==> src/rtl/sqrt_rr_arbiter.sv <==
// sqrt_rr_arbiter: round-robin sequencer sharing one square-root unit among
// N_REQ requesters. A winner's operand is latched and held on s_o while
// doSqrt_o is high; the unit's result is captured on valid_i and returned with
// a one-cycle done_o pulse to that winner, who then drops to lowest priority.
// Optional feature macro: SQRT_ARB_TIMEOUT_EN adds a BUSY watchdog that aborts
// after TIMEOUT_CYCLES with err_o=1 and a zero result.
module sqrt_rr_arbiter #(
  parameter  int N_REQ           = 4,
  parameter  int TIMEOUT_CYCLES  = 64,
  // Fraction width of the lampFPU float format (bfloat16-style, 7-bit fraction)
  localparam int LAMP_FLOAT_F_DW = 7,
  localparam int W               = 1 + LAMP_FLOAT_F_DW,
  localparam int RW              = 2 * W,
  localparam int IDW             = $clog2(N_REQ)
) (
  input  logic                      clk,
  input  logic                      rst,
  input  logic [N_REQ-1:0]          req_i,
  input  logic [N_REQ-1:0][W-1:0]   s_i,
  output logic                      doSqrt_o,
  output logic [W-1:0]              s_o,
  input  logic [RW-1:0]             res_i,
  input  logic                      valid_i,
  output logic [N_REQ-1:0]          done_o,
  output logic [RW-1:0]             res_o,
  output logic [IDW-1:0]            gnt_id_o,
  output logic                      busy_o,
  output logic                      err_o
);

  if (N_REQ < 2 || N_REQ > 8 || TIMEOUT_CYCLES < 1) begin : g_param_chk
    $error("sqrt_rr_arbiter: N_REQ must be 2..8 and TIMEOUT_CYCLES >= 1");
  end

  typedef enum logic [1:0] {IDLE = 2'd0, BUSY = 2'd1, DONE = 2'd2} state_t;

  state_t          state_q, state_d;
  logic [IDW-1:0]  ptr_q, ptr_d;
  logic [IDW-1:0]  gnt_q, gnt_d;
  logic [W-1:0]    s_q, s_d;
  logic [RW-1:0]   res_q, res_d;
  logic [IDW-1:0]  win;
  logic            found;
  logic [IDW-1:0]  nxt_ptr;

`ifdef SQRT_ARB_TIMEOUT_EN
  localparam int CW = $clog2(TIMEOUT_CYCLES + 1);
  logic [CW-1:0] cnt_q, cnt_d;
  logic          err_q, err_d;
  logic          timeout;
`endif

  // Rotating priority scan: first pending request starting at ptr_q
  always_comb begin
    logic [IDW-1:0] cand;
    win   = '0;
    found = 1'b0;
    cand  = '0;
    for (int i = 0; i < N_REQ; i++) begin
      cand = IDW'((int'(ptr_q) + i) % N_REQ);
      if (!found && req_i[cand]) begin
        found = 1'b1;
        win   = cand;
      end
    end
  end

  // Served requester becomes lowest priority: pointer moves just past it
  assign nxt_ptr = (gnt_q == IDW'(N_REQ - 1)) ? '0 : gnt_q + 1'b1;

`ifdef SQRT_ARB_TIMEOUT_EN
  // Counter value TIMEOUT_CYCLES-1 marks the last allowed BUSY cycle
  assign timeout = (cnt_q == CW'(TIMEOUT_CYCLES - 1));
`endif

  // Next-state logic; valid_i wins over a coincident timeout
  always_comb begin
    state_d = state_q;
    ptr_d   = ptr_q;
    gnt_d   = gnt_q;
    s_d     = s_q;
    res_d   = res_q;
`ifdef SQRT_ARB_TIMEOUT_EN
    cnt_d   = '0;
    err_d   = 1'b0;
`endif
    case (state_q)
      IDLE: begin
        if (found) begin
          gnt_d   = win;
          s_d     = s_i[win];
          state_d = BUSY;
        end
      end
      BUSY: begin
`ifdef SQRT_ARB_TIMEOUT_EN
        cnt_d = cnt_q + 1'b1;
`endif
        if (valid_i) begin
          res_d   = res_i;
          ptr_d   = nxt_ptr;
          state_d = DONE;
        end
`ifdef SQRT_ARB_TIMEOUT_EN
        else if (timeout) begin
          res_d   = '0;
          err_d   = 1'b1;
          ptr_d   = nxt_ptr;
          state_d = DONE;
        end
`endif
      end
      DONE:    state_d = IDLE;
      default: state_d = IDLE;
    endcase
  end

  // State registers with synchronous active-low reset
  always_ff @(posedge clk) begin
    if (!rst) begin
      state_q <= IDLE;
      ptr_q   <= '0;
      gnt_q   <= '0;
      s_q     <= '0;
      res_q   <= '0;
`ifdef SQRT_ARB_TIMEOUT_EN
      cnt_q   <= '0;
      err_q   <= 1'b0;
`endif
    end else begin
      state_q <= state_d;
      ptr_q   <= ptr_d;
      gnt_q   <= gnt_d;
      s_q     <= s_d;
      res_q   <= res_d;
`ifdef SQRT_ARB_TIMEOUT_EN
      cnt_q   <= cnt_d;
      err_q   <= err_d;
`endif
    end
  end

  // One-hot done pulse to the served requester, only in DONE
  always_comb begin
    done_o = '0;
    if (state_q == DONE) done_o[gnt_q] = 1'b1;
  end

  assign doSqrt_o = (state_q == BUSY);
  assign busy_o   = (state_q != IDLE);
  assign s_o      = s_q;
  assign res_o    = res_q;
  assign gnt_id_o = gnt_q;
`ifdef SQRT_ARB_TIMEOUT_EN
  assign err_o    = err_q;
`else
  assign err_o    = 1'b0;
`endif

endmodule
==> config.mk <==
export PLATFORM = sky130hd
export DESIGN_NAME = sqrt_rr_arbiter
export DESIGN_NICKNAME = d
export VERILOG_FILES = /design/src/rtl/sqrt_rr_arbiter.sv
export SDC_FILE = /design/constraint.sdc
export NUM_CORES = 1
export LEC_CHECK = 0
export BUFFER_PORTS_ARGS = -buffer_cell sky130_fd_sc_hd__clkbuf_2
export CAP_MARGIN = 15
export CORE_AREA = 2 2 65 67
export CTS_CLUSTER_DIAMETER = 50
export CTS_CLUSTER_SIZE = 12
export DETAILED_ROUTE_END_ITERATION = 16
export DIE_AREA = 0 0 67 69
export PLACE_DENSITY = 0.72
export SYNTH_ARGS = -nofsm -noshare
export SYNTH_HDL_FRONTEND = slang
export SYNTH_SLANG_ARGS = --single-unit
==> constraint.sdc <==
create_clock -name clk -period 1.8 [get_ports clk]
set_clock_uncertainty 0.2 [all_clocks]
set_input_delay 0.27 -clock clk [delete_from_list [all_inputs] [get_ports clk]]
set_output_delay 0.27 -clock clk [all_outputs]
set_load 0.05 [all_outputs]
### Word level (Yosys, flattened, before mapping)

Index checks and enable logic that the tools add are counted.

| cells by class | value |
|---|---|
| magnitude comparators | 7 |
| equal/unequal tests | 5 |
| bitwise operators | 0 |
| mux-type cells | 25 |
| shift-type cells | 0 |
| reduce and logical (&&, ||, !) cells | 12 |
| multipliers | 0 |
| add/sub/neg operators | 4 |
| divide/modulo/power cells | 0 |

Operators by type and width:

| kind | count |
|---|---|
| $lt 2x3->1 const B | 6 |
| $bmux 8 s2 | 1 |
| $mux 2 | 7 |
| $mux 1 | 9 |
| $bmux 1 s2 | 4 |
| $mux 8 | 1 |
| $reduce_and 2->1 | 3 |
| $add 2x1->2 const B | 2 |
| $add 2x2->2 const B | 2 |
| $eq 2x2->1 const B | 2 |
| $logic_and 1x1->1 | 4 |
| $mux 4 | 1 |
| $pmux 2 s2 | 1 |
| $logic_not 1->1 | 3 |
| $demux 1 s2 | 1 |
| $eq 2x1->1 const B | 1 |
| $ge 2x1->1 const B | 1 |
| $logic_not 2->1 | 1 |
| $ne 2x1->1 const B | 1 |
| $ne 2x2->1 const B | 1 |
| $reduce_bool 2->1 | 1 |

| storage, ports and cells | value |
|---|---|
| memories kept | 0 |
| logic and storage cells | 58 |
| flip-flop bits (word level) | 30 |
| input port bits | 55 |
| memory bits (writable) | 0 |
| memory bits (read-only) | 0 |
| latch bits | 0 |
| output and inout bits | 33 |

### Logic depth before layout (Yosys ltp)

| depth | value |
|---|---|
| depth in word-level cells | 14 |
| mapped depth | 7 |

### Least setup slack after synthesis

Ideal clock, no wire load.

| timing | value |
|---|---|
| path type | flip-flop to flip-flop |
| start point | reg state_q[0] |
| end point | reg res_q[1] (netlist: res_o[1]) |
| setup slack | -0.306 ns |
| clock period less this slack | 2.106 ns |
| cell stages (with the launch flop) | 7 |
| arrival time | 1.835 ns |
| cells stage by stage | dfxtp_1 > nor2b_1 > and2_1 > buf_2 > buf_2 > nand2_1 > a21oi_1 |

| on the way | value |
|---|---|
| cells in the longest elaborated chain, start to end | 2 |

RTL lines:

| what | RTL line | text |
|---|---|---|
| from (decl) | 37 | `state_t state_q, state_d;` |
| from (signal assigned) | 131 | `state_q <= state_d;` |
| $eq 2x1->1 | -- |  |
| via doSqrt_o | 20 | `output logic doSqrt_o,` |
| $reduce_and 2->1 (no source line) | -- |  |
| to (signal assigned) | 135 | `res_q <= res_d;` |
| to (decl) | 41 | `logic [RW-1:0] res_q, res_d;` |

The timed path passes the listed nets, and every way through them passes these cells.
A chain may end at the register's enable or synchronous reset.

### Final worst setup path

| timing | value |
|---|---|
| start point | reg ptr_q[1] |
| end point | reg s_q[7] (netlist: s_o[7]) |

| on the way | value |
|---|---|
| cells in the longest elaborated chain, start to end | 14 |
| elaborated cells on any way between the ends | 28 |

RTL lines:

| what | RTL line | text |
|---|---|---|
| from (decl) | 38 | `logic [IDW-1:0] ptr_q, ptr_d;` |
| from (signal assigned) | 132 | `ptr_q <= ptr_d;` |
| branches (longest 14 deep; another with $add 2x1->2) | -- |  |
| to (signal assigned) | 124 | `s_q <= '0;` |
| to (signal assigned) | 134 | `s_q <= s_d;` |
| to (decl) | 40 | `logic [W-1:0] s_q, s_d;` |

Parallel ways; which one is timed is not known. The select of a mux whose other input is x is not followed.

==> impl_metrics.ini <==
[timing]
fmax_ghz = 0.557
maxSlewViolCount = 0
setup_viol = 0
timing.hold.ws_ns = 0.0109
setup_ws_ns = 0.00417
rsz0062_at_grt = yes
period_minus_slack_ns = 1.80
finalHoldViolCount = 0
period_share_pct = 99.8

[power_and_ir_drop]
power_density_nw_per_um2 = 891
p_switching_uw = 627
p_int_mw = 1.32
pwr-share-seq_pct = 38.3
combPwrFrac_pct = 29.5
total_power_mw = 1.94
ir_drop_uv = 558
swShare_pct = 32.2
power_frac_clock_pct = 32.1
p_leak_nw = 1.08

[job]
cap_violations = 0

[synthesis]
synth_fa_ha_area_share_pct = 3.43
ys.flop_type = dfxtp_1
synth_compound_area_share_pct = 17.4
synthXorXnorAreaFrac_pct = 0
synth_top_area_cell = dfxtp_1
async_reset_ff_share_pct = 0
yosysMostFrequentCell = nand2_1
synth_edf_count = 0
synth_warnings = 0
synth_top_area_share_pct = 41.2
ys_ff_latch = 30
synth_top_family_by_area = simple AND/OR/NAND/NOR gates
syn-cell-area_um2 = 1460
syn_inst = 172
yosysSeqAreaShare_pct = 41.2
avgSynthCellArea_um2 = 8.48
muxShareOfSynthArea_pct = 12.4
synth_common_cells = nand2_1, dfxtp_1, a21oi_1
synth-simple-area-share_pct = 19.3
synth_cell_types = 29
synth_nets = 231
synthTopCellsByArea = dfxtp_1, mux2i_1, nand2_1

[grt]
grt_first_pass_wirelength_mm = 6.04
gr-total-overflow = 0
first_global_vias = 1466
grt_max_degree = 23
track_usage_pct = 16.7
antenna_found_initial = 0

[critical_path]
worst_r2r_path_depth = 7
cp.required_ns = 1.75
cp_max_fo = 5
r2r_slack_ns = 0.004
crit_arrival_ns = 1.75
critical_path_class = reg2reg
end_kind = register
start_kind = register
reg2reg_from = ptr_q[1]$_SDFFE_PN0P_
timing.rr.end = s_o[7]$_SDFFE_PN0P_

[placement]
gp_congestion = 0.736
dp.cells = 304
dpl_cell_area_um2 = 1980
port_buffers = 86
dp_hpwl_mm = 2.79
place_worst_setup_slack_ns = 0.0129

[clock_tree]
tritoncts = done
clk_pin_slew_ns = 0.06
clockBufferDepth = 2
clock-sinks = 30
clock_latency_ns = 0.28
cts_made_buffers = 5
clockRootBuffer = clkbuf_8
h-tree-depth = 2

[layout]
area.growth.synth_to_final_pct = 49.5
instances_no_fill = 317
drive_above_1_share_pct = 43.8
final_nets = 325
fillerInstances = 379
post-route-cell-area_um2 = 2180
antennaDiodeCount = 0

[worst_hold_path]
worstHoldPathType = in2reg
whs_endpoint = res_o[0]$_SDFFE_PN0P_
min_path_cells = 3
hp-start = res_i[0]

[floorplan]
core_area_um2 = 3910
num_io_pins = 88
initial_core_util_pct = 37.3
rows = 23
die_h_um = 69
die_w_um = 67
dieArea_um2 = 4620

[drt]
postRouteAntennaNets = 0
wl_mm = 3.79
avgRoutedWirePerCell_um = 11.9
route.top_layer_used = met4
drc = 0
vias_per_cell = 4.77
routed-wl-met3_um = 201
drt_iter0_markers = 65
dr.pass1.iters = 4
wl_met2_mm = 1.83
wl_met1_mm = 1.62
vias = 1511

[status]
status = finished clean
[layer usage]
metal  vias up  global-route usage, %
met4         0                   11.1
met2        49                   28.3
li1        774                      -
met1       674                   18.1
met3        14                   3.59
met5         -                      0
[critical path: stages, from the launching register on]
cell      delay (ns)
dfxtp_4         0.36
or3b_4          0.37
o221ai_2        0.07
buf_6           0.16
buf_12          0.12
mux2i_2         0.19
o21a_1          0.12
o21ai_0         0.07
[final cells by class]
cell class	instances	area (um^2)	share of cell area, %
repair buffers	98	602	27.6
well taps	50	62.6	2.87
inverters	4	15.0	0.688
flip-flops and latches	30	607	27.8
clock buffers	8	110	5.05
multi-input cells	127	785	36.0
[flip-flops by register name (all words and copies together), names as in the netlist]
register	cells
gnt_id_o	2
ptr_q	2
res_o	16
s_o	8
state_q	2
[stage by stage]
step	setup TNS, ns	utilization [%]
5_1_grt	-0.384	55.7
3_3_place_gp	0	50.5
3_5_place_dp	0	50.5
2_1_floorplan	-0.0432	-
6_report	0	55.7
4_1_cts	0	53.5
[logic make-up after synthesis]
kind of cell,after synthesis
other,1
multiplexers,18
AND/OR/NAND/NOR,63
flip-flops,30
adder cells (fa/ha/maj),4
buffers and inverters,15
AO/OA/AOI/OAI,41
[worst max-delay path by stage]
stage	start	to	slack [ns]	depth (start not counted)
2_1_floorplan	state_q[0]$_SDFFE_PN0P_	res_o[1]$_SDFFE_PN0P_	-0.004	6
3_3_place_gp	req_i[1]	s_o[7]$_SDFFE_PN0P_	0.04	7
3_5_place_dp	req_i[2]	s_o[4]$_SDFFE_PN0P_	0.01	7
4_1_cts	state_q[1]$_SDFFE_PN0P_	done_o[3]	0.003	3
5_1_grt	ptr_q[1]$_SDFFE_PN0P_	s_o[4]$_SDFFE_PN0P_	-0.05	7
6_report	ptr_q[1]$_SDFFE_PN0P_	s_o[7]$_SDFFE_PN0P_	0.004	7
[placed cells by master (no fill, tap or decap), drive strengths merged]
| master | synthesis | final |
|---|---|---|
| o22ai | 1 | 1 |
| o221ai | 4 | 4 |
| o21ai | 6 | 6 |
| dfxtp | 30 | 30 |
| and2 | 5 | 5 |
| mux2 | 1 | 1 |
| nand2 | 36 | 36 |
| mux2i | 17 | 17 |
| or2 | 2 | 2 |
| a21oi | 22 | 22 |
| conb | 1 | 1 |
| nor2 | 5 | 5 |
| nor2b | 2 | 2 |
| inv | 4 | 4 |
| ha | 4 | 4 |
| nor4 | 1 | 1 |
| nor3 | 2 | 2 |
| buf | 6 | 12 |
| a21boi | 1 | 1 |
| nand2b | 1 | 1 |
| o21a | 7 | 7 |
| or3b | 1 | 1 |
| clkbuf | 5 | 93 |
| nand3 | 8 | 8 |
| dlygate4sd3 | 0 | 1 |
[power by group through the flow]
stage	sequential, mW	combinational, mW	clock (mW)
6_report	0.745	0.574	0.624
5_1_grt	0.753	0.615	0.677
4_1_cts	0.746	0.535	0.649
3_5_place_dp	0.760	0.533	0
3_3_place_gp	0.759	0.528	0
2_1_floorplan	0.913	0.216	0
[repair_timing]
item / in CTS / in global routing
gates resized for setup: 0 / 17
hold buffers: 1 / 0
endpoints found under the setup margin: 0 / 12
hold endpoints to repair: 1 / 0
buffers inserted: 0 / 2
Note: power is estimated with default switching activity, not from simulation.
